**config.mk**
```make
export PLATFORM = sky130hd
export DESIGN_NAME = sha_message_schedule_sequencer
export DESIGN_NICKNAME = d
export VERILOG_FILES = /design/src/rtl/sha_message_schedule_sequencer.sv
export SDC_FILE = /design/constraint.sdc
export NUM_CORES = 2
export LEC_CHECK = 0
export ABC_CLOCK_PERIOD_IN_PS = 4780
export BUFFER_PORTS_ARGS = -buffer_cell sky130_fd_sc_hd__buf_2
export CAP_MARGIN = 0
export CELL_PAD_IN_SITES_DETAIL_PLACEMENT = 0
export CELL_PAD_IN_SITES_GLOBAL_PLACEMENT = 2
export CORE_ASPECT_RATIO = 0.75
export CORE_MARGIN = 4
export CORE_UTILIZATION = 33
export DETAILED_ROUTE_END_ITERATION = 16
export PLACE_DENSITY = 0.9
export SYNTH_ARGS = -nofsm -noshare
export SYNTH_HDL_FRONTEND = slang
export SYNTH_SLANG_ARGS = --single-unit
```
**constraint.sdc**
```tcl
create_clock -name clk -period 4.78 [get_ports clk]
set_input_delay 0.478 -clock clk [delete_from_list [all_inputs] [get_ports clk]]
set_output_delay 0.478 -clock clk [all_outputs]
set_load 0.02 [all_outputs]
```
**src/rtl/sha_message_schedule_sequencer.sv**
```systemverilog
// SHA-256 message schedule sequencer.
// Accepts one 512-bit message block and streams the schedule words
// W_0..W_{NUM_ROUNDS-1} over a valid/ready interface, one word per
// accepted transfer.
//
// Ports:
//   clk            rising-edge clock
//   rst_n          asynchronous active-low reset
//   block_valid_i  a message block is offered on block_i
//   block_ready_o  registered; high while idle and able to accept a block
//   block_i        block_i[t] = message word M_t (t = 0 is the first word)
//   w_valid_o      w_o / round_o / last_o hold a valid schedule word
//   w_ready_i      downstream accepts the current word
//   w_o            schedule word W_t
//   round_o        index t of w_o
//   last_o         high iff round_o == NUM_ROUNDS-1
module sha_message_schedule_sequencer #(
  parameter int unsigned NUM_ROUNDS = 64
) (
  input  logic              clk,
  input  logic              rst_n,
  input  logic              block_valid_i,
  output logic              block_ready_o,
  input  logic [15:0][31:0] block_i,
  output logic              w_valid_o,
  input  logic              w_ready_i,
  output logic [31:0]       w_o,
  output logic [5:0]        round_o,
  output logic              last_o
);

  localparam logic [5:0] LAST_ROUND  = 6'(NUM_ROUNDS - 1);
  localparam logic [6:0] ROUND_LIMIT = 7'(NUM_ROUNDS);

  typedef enum logic {
    IDLE,
    RUN
  } state_t;

  state_t state;
  state_t state_next;

  // The window holds W_t..W_{t+15}: entry 15 is the word being presented
  // (W_t), entry 0 is the most recently produced word (W_{t+15}). Keeping
  // the next sixteen words ready lets W_{t+1} be presented straight from
  // entry 14 on every transfer, with no combinational path to w_o.
  logic [31:0] window [16];

  logic        accept;
  logic        xfer;
  logic        expand_en;
  logic [31:0] expand_word;

  function automatic logic [31:0] sig0(input logic [31:0] x);
    return {x[6:0], x[31:7]} ^ {x[17:0], x[31:18]} ^ (x >> 3);
  endfunction

  function automatic logic [31:0] sig1(input logic [31:0] x);
    return {x[16:0], x[31:17]} ^ {x[18:0], x[31:19]} ^ (x >> 10);
  endfunction

  always_comb begin
    state_next = state;
    accept     = (state == IDLE) && block_ready_o && block_valid_i;
    xfer       = (state == RUN) && w_valid_o && w_ready_i;
    case (state)
      IDLE:    if (accept) state_next = RUN;
      RUN:     if (xfer && last_o) state_next = IDLE;
      default: state_next = IDLE;
    endcase
  end

  // W_{t+16} = s1(W_{t+14}) + W_{t+9} + s0(W_{t+1}) + W_t. It is only
  // produced when it will actually be emitted; otherwise zero is shifted in.
  always_comb begin
    expand_word = sig1(window[1]) + window[6] + sig0(window[14]) + window[15];
    expand_en   = ({1'b0, round_o} + 7'd16) < ROUND_LIMIT;
  end

  assign w_o = window[15];

  always_ff @(posedge clk or negedge rst_n) begin
    if (!rst_n) begin
      state <= IDLE;
    end else begin
      state <= state_next;
    end
  end

  always_ff @(posedge clk or negedge rst_n) begin
    if (!rst_n) begin
      block_ready_o <= 1'b0;
      w_valid_o     <= 1'b0;
      round_o       <= '0;
      last_o        <= 1'b0;
      for (int unsigned k = 0; k < 16; k++) begin
        window[k] <= '0;
      end
    end else begin
      block_ready_o <= (state_next == IDLE);
      if (accept) begin
        for (int unsigned k = 0; k < 16; k++) begin
          window[k] <= block_i[15 - k];
        end
        w_valid_o <= 1'b1;
        round_o   <= '0;
        last_o    <= 1'b0;
      end else if (xfer) begin
        for (int unsigned k = 1; k < 16; k++) begin
          window[k] <= window[k - 1];
        end
        window[0] <= expand_en ? expand_word : '0;
        if (last_o) begin
          w_valid_o <= 1'b0;
          last_o    <= 1'b0;
        end else begin
          round_o <= round_o + 6'd1;
          last_o  <= ((round_o + 6'd1) == LAST_ROUND);
        end
      end
    end
  end

endmodule

```
# Word-level counts from Yosys, hierarchy flattened
# Index checks and enable logic that the tools add are counted.
dict set report word_totals {
  register_bits 522
  inputBits 516
  out_inout_bits 41
  wordCells 59
}
dict set report op_classes {
  addsub 5
  magnitude_cmp 1
  eq_ne 2
  mux 15
  n_bitwise 6
  reduce_logical 9
}
# cell n
set op_table {}
lappend op_table {{$mux W512} 2}
lappend op_table {{$add A32 B32 Y32} 3}
lappend op_table {{$xor A32 B32 Y32} 2}
lappend op_table {{$mux W32} 1}
lappend op_table {{$xor A32 B22 Y32} 1}
lappend op_table {{$xor A32 B29 Y32} 1}
lappend op_table {{$mux W6} 3}
lappend op_table {{$mux W1} 8}
lappend op_table {{$add A6 B5 Y7 const B} 1}
lappend op_table {{$lt A7 B7 Y1 const B} 1}
lappend op_table {{$add A6 B1 Y6 const B} 1}
lappend op_table {{$eq A6 B6 Y1 const B} 1}
lappend op_table {{$logic_and A1 B1 Y1} 5}
lappend op_table {{$reduce_and A2 Y1} 2}
lappend op_table {{$reduce_bool A2 Y1} 2}
lappend op_table {{$ne A2 B1 Y1 const B} 1}
lappend op_table {{$not A1 Y1} 2}
lappend op_table {{$pmux W1 S2} 1}

# Logic depth before layout (Yosys ltp)
dict set report depth {
  depth_word 8
  ltp_mapped 17
  ltp_nobuf 16
}

# Worst setup path before layout
# No wires, ideal clock.
dict set report synth_path {
  path_type {reg2reg}
  from {register window[466] in the netlist's numbering}
  to {register window[509] in the netlist's numbering}
  setup_time_ns 0.127
  t_arrival_ns 3.489
  required_ns 4.653
  path_slack_ns 1.164
  path_stages_with_launch 17
  n_path_buf 1
  period_less_slack_ns 3.616
  cell_sequence {dfrtp_1 > clkbuf_1 > xor2_1 > xnor2_1 > fa_1 > fa_1 > inv_1 > ha_1 > inv_1 > fa_1 > nor2b_1 > o2111ai_2 > a211oi_2 > o2111ai_1 > o211ai_2 > xnor2_1 > o21ai_1}
}
dict set report synth_between {
  elab_chain_len 8
}
# item line
set synth_rtl {}
lappend synth_rtl {{from (decl)} 47} ;# logic [31:0] window [16];
lappend synth_rtl {{from (signal, indexed assignment)} 103} ;# window[k] <= block_i[15 - k];
lappend synth_rtl {{from (signal, indexed assignment)} 110} ;# window[k] <= window[k - 1];
lappend synth_rtl {{$xor A32 B32 Y32} 59} ;# return {x[16:0], x[31:17]} ^ {x[18:0], x[31:19]} ^ (x >> 10);
lappend synth_rtl {{$xor A32 B22 Y32 *} 59}
lappend synth_rtl {{$add A32 B32 Y32 * (3 in a row)} 76} ;# expand_word = sig1(window[1]) + window[6] + sig0(window[14]) + window[15];
lappend synth_rtl {{$mux W32 *} 112} ;# window[0] <= expand_en ? expand_word : '0;
lappend synth_rtl {{$mux W512 *} 108} ;# end else if (xfer) begin
lappend synth_rtl {{$mux W512 *} 101} ;# if (accept) begin
# Mark *: on every way between the ends. The rest lies on a longest branch, timed or not. The select of a mux whose other input is x is not followed.
# A chain may end at the register's enable or synchronous reset.

# Final worst setup path
dict set report layout_path {
  from {register window[450] in the netlist's numbering}
  to {register window[506] in the netlist's numbering}
}
dict set report layout_between {
  elab_chain_len 8
}
# item line
set layout_rtl {}
lappend layout_rtl {{$xor A32 B32 Y32} 59}
lappend layout_rtl {{$xor A32 B22 Y32} 59}
lappend layout_rtl {{$add A32 B32 Y32 (3 in a row)} 76}
lappend layout_rtl {{$mux W32} 112}
lappend layout_rtl {{$mux W512} 108}
lappend layout_rtl {{$mux W512} 101}
# No other way between the ends. The select of a mux whose other input is x is not followed.

==> flow_summary_export.csv <==
group,metric,value,unit
run_status,status,"finished clean",
setup_path,critPathArrivalTime,4650,ps
routing,totalWireLength,118.9,mm
timing,rsz0062_at_grt,"false",
global_route,grt_pass1_wl,169.2,mm
clock_tree,cts_buffers,57,
yosys,async_reset_ff_frac,1.000,
yosys,syn_nets,4016,
clock_tree,cts_root_buffer,"clkbuf_16",
setup_path,cp_cell_sequence,"xor2_1 > xnor2_1 > fa_1 > fa_1 > inv_1 > ha_1 > a21oi_1 > o211ai_1 > a21oi_1 > nor3_1 > a21oi_1 > xor2_1 > o21ai_0",
min_path,hp-class,"primary input to flip-flop",
layout,drive_gt1_frac,0.1869,
setup_path,max_stage_delay,500,ps
run,maxCapViolCount,0,
layout,area.growth.synth_to_final,19.49,%
floorplan,fp.dieH,259.9,um
timing,slew_headroom,0.3761,
clock_tree,clockBufferDepth,3,
floorplan,die_area,89360,sq um
timing,setup_viol,0,
yosys,synth_commonest_cells,"1,000 x nand2_1, 522 x dfrtp_1, 503 x nor2_1",
routing,ant_nets,0,
timing,fin_skew,37.91,ps
yosys,synth_area_leaders,"dfrtp_1 47%, nand2_1 13%, a31oi_1 11%",
placed_design,gp_congestion,0.9449,
yosys,avgSynthCellArea,8.198,sq um
global_route,antenna_found_initial,37,
clock_tree,post_cts_buffers,0,
floorplan,num_io_pins,557,
timing,fin_crit,4155,ps
setup_path,setup.worst_path.end_class,"flip-flop",
yosys,synth_top_area_share,0.4679,
placed_design,dp_hpwl,90.35,mm
routing,wl_per_cell,24.02,um
floorplan,core-area,83920,sq um
yosys,synth-seq-cells,522,
layout,multiInputGateArea,13040,sq um
setup_path,crit_required,5270,ps
setup_path,cpMostUsedCell,"a21oi_1",
clock_tree,cts.sinks,522,
layout,regArea,13060,sq um
yosys,synth_cells,3405,
yosys,synth_cell_types,62,
routing,via_per_inst,5.200,
clock_tree,clock_latency,650,ps
timing,fmax,240.7,MHz
routing,drc,0,
floorplan,die_x,343.8,um
floorplan,fp-row-count,92,
routing,vias,25747,
routing,dr.first_iter.drc_count,2992,
floorplan,start_util,0.3327,
timing,hold_viol,0,
global_route,track_usage,0.2584,
setup_path,slowest_stage,"fa_1",
clock_tree,cts_tree,"yes",
placed_design,portBuffers,556,
yosys,yosys_warnings,0,
timing,layout_worst_path_cycle_share,0.8692,
layout,nets,4369,
yosys,synth_most_common_cell,"nand2_1",
global_route,grt_max_degree,181,
clock_tree,cts_htree_levels,2,
routing,drt_first_pass_iters,5,
global_route,grt_remaining_overflow,0,
timing,slew_violations,0,
yosys,synthFlopType,"dfrtp_1",
yosys,synth_edf_count,0,
yosys,synth_seq_area_share,0.4679,
setup_path,start_kind,"flip-flop",
yosys,syn_area,27920,sq um
yosys,yosysTopAreaCell,"dfrtp_1",
layout,fill_cells,8850,
clock_tree,clkSlewWorstSetupHoldPaths,70,ps
timing,max_slew.worst_pin.slew,935.9,ps
setup_path,crit_type,"flip-flop to flip-flop",
global_route,first_global_vias,24534,
timing,setup_tns,0,ps
setup_path,critPathMaxFanout,8,
critical path: cells and delay by family, from the launching register on:
family / cells / cell delay [ps]
flops: 1 / 450
xor+xnor: 3 / 690
compound gates: 5 / 1270
fa+ha+maj: 3 / 1440
buf+inv: 1 / 40
simple gates: 1 / 110
worst paths after layout:
path / start / endpoint / slack [ps] / cells after the start
max: window[450] / window[506] / 630 / 13
min reg2reg: window[488] / window[488] / 510 / 2
max reg2reg: window[450] / window[506] / 630 / 13
min in group asynchronous: rst_n / window[496] / 550 / 2
max in group asynchronous: rst_n / window[212] / 3080 / 3
min: block_i[433] / window[433] / 90 / 3
per-layer routing:
layer | global-route usage | part of all wire | up-vias
li1 | - | - | 11918
met1 | 0.3793 | 0.46 | 12748
met5 | 0 | 0.0020 | -
met2 | 0.3697 | 0.43 | 897
met4 | 0.05229 | 0.017 | 36
met3 | 0.08611 | 0.10 | 148
layout make-up:
| class | count | share of cell area |
|---|---|---|
| antenna | 18 | 0.001350 |
| clock buffer | 77 | 0.04865 |
| clock inverter | 29 | 0.01155 |
| inverter | 134 | 0.01508 |
| multi-input combinational | 2445 | 0.3909 |
| sequential | 522 | 0.3916 |
| tap | 1128 | 0.04231 |
| timing repair buffer | 598 | 0.09850 |
flip-flops by register name, summed over array words and instances (netlist names):
register and cells:
window 480, w_o 32, round_o 6, block_ready_o 1
last_o 1, state 1, w_valid_o 1
cell usage in the layout, fill, tap and decap left out, drive strengths merged, types with 3 or more instances in the layout:
cell / synthesis / routed
xor2: 58 / 58
xnor2: 92 / 92
a21o: 14 / 14
bufinv: 0 / 7
a21oi: 38 / 38
nand3: 11 / 11
o211ai: 8 / 8
a31oi: 484 / 484
inv: 134 / 139
o31ai: 4 / 4
nand4: 8 / 8
clkbuf: 237 / 77
nor2: 504 / 504
dfrtp: 522 / 522
buf: 67 / 597
nand2: 1000 / 1000
clkinv: 0 / 17
diode: 0 / 18
and3: 3 / 3
o21a: 5 / 5
ha: 33 / 33
o21ai: 49 / 49
nand2b: 3 / 3
a22oi: 31 / 31
o21bai: 5 / 5
nor3: 4 / 4
fa: 62 / 62
timing repair:
item                                    CTS  global route
hold buffers                              1             0
resized for setup                         0             0
endpoints found under the setup margin    0             0
endpoints found under the hold margin    87             0
per-stage QoR:
step / utilization / cell area [sq um] / setup WS, ps / std cells / hold WS (ps)
after CTS: 0.3970 / 33310 / 655.7 / 4933 / 34.23
after global placement: 0.3729 / 31290 / 766.5 / 4826 / 489.4
after detailed placement: 0.3729 / 31290 / 681.6 / 4826 / 495.5
final: 0.3975 / 33360 / 625.2 / 4951 / 92.74
after floorplan: - / 27920 / 1164 / 3405 / 182.4
after global routing: 0.3972 / 33330 / 438.6 / 4941 / 61.33
logic make-up after synthesis:
logic type                 Yosys count  synth area share
AOI/OAI and AO/OA                  651            0.1473
xor gates and xnor gates           150           0.04706
DFF                                522            0.4679
adders and majority gates           95           0.05925
buffers and inverters              438           0.06584
and+or+nand+nor                   1549            0.2126
Power is left out: the tool's default activity adds up to more than one toggle a clock period on the data nets, which glitch-free logic cannot reach.
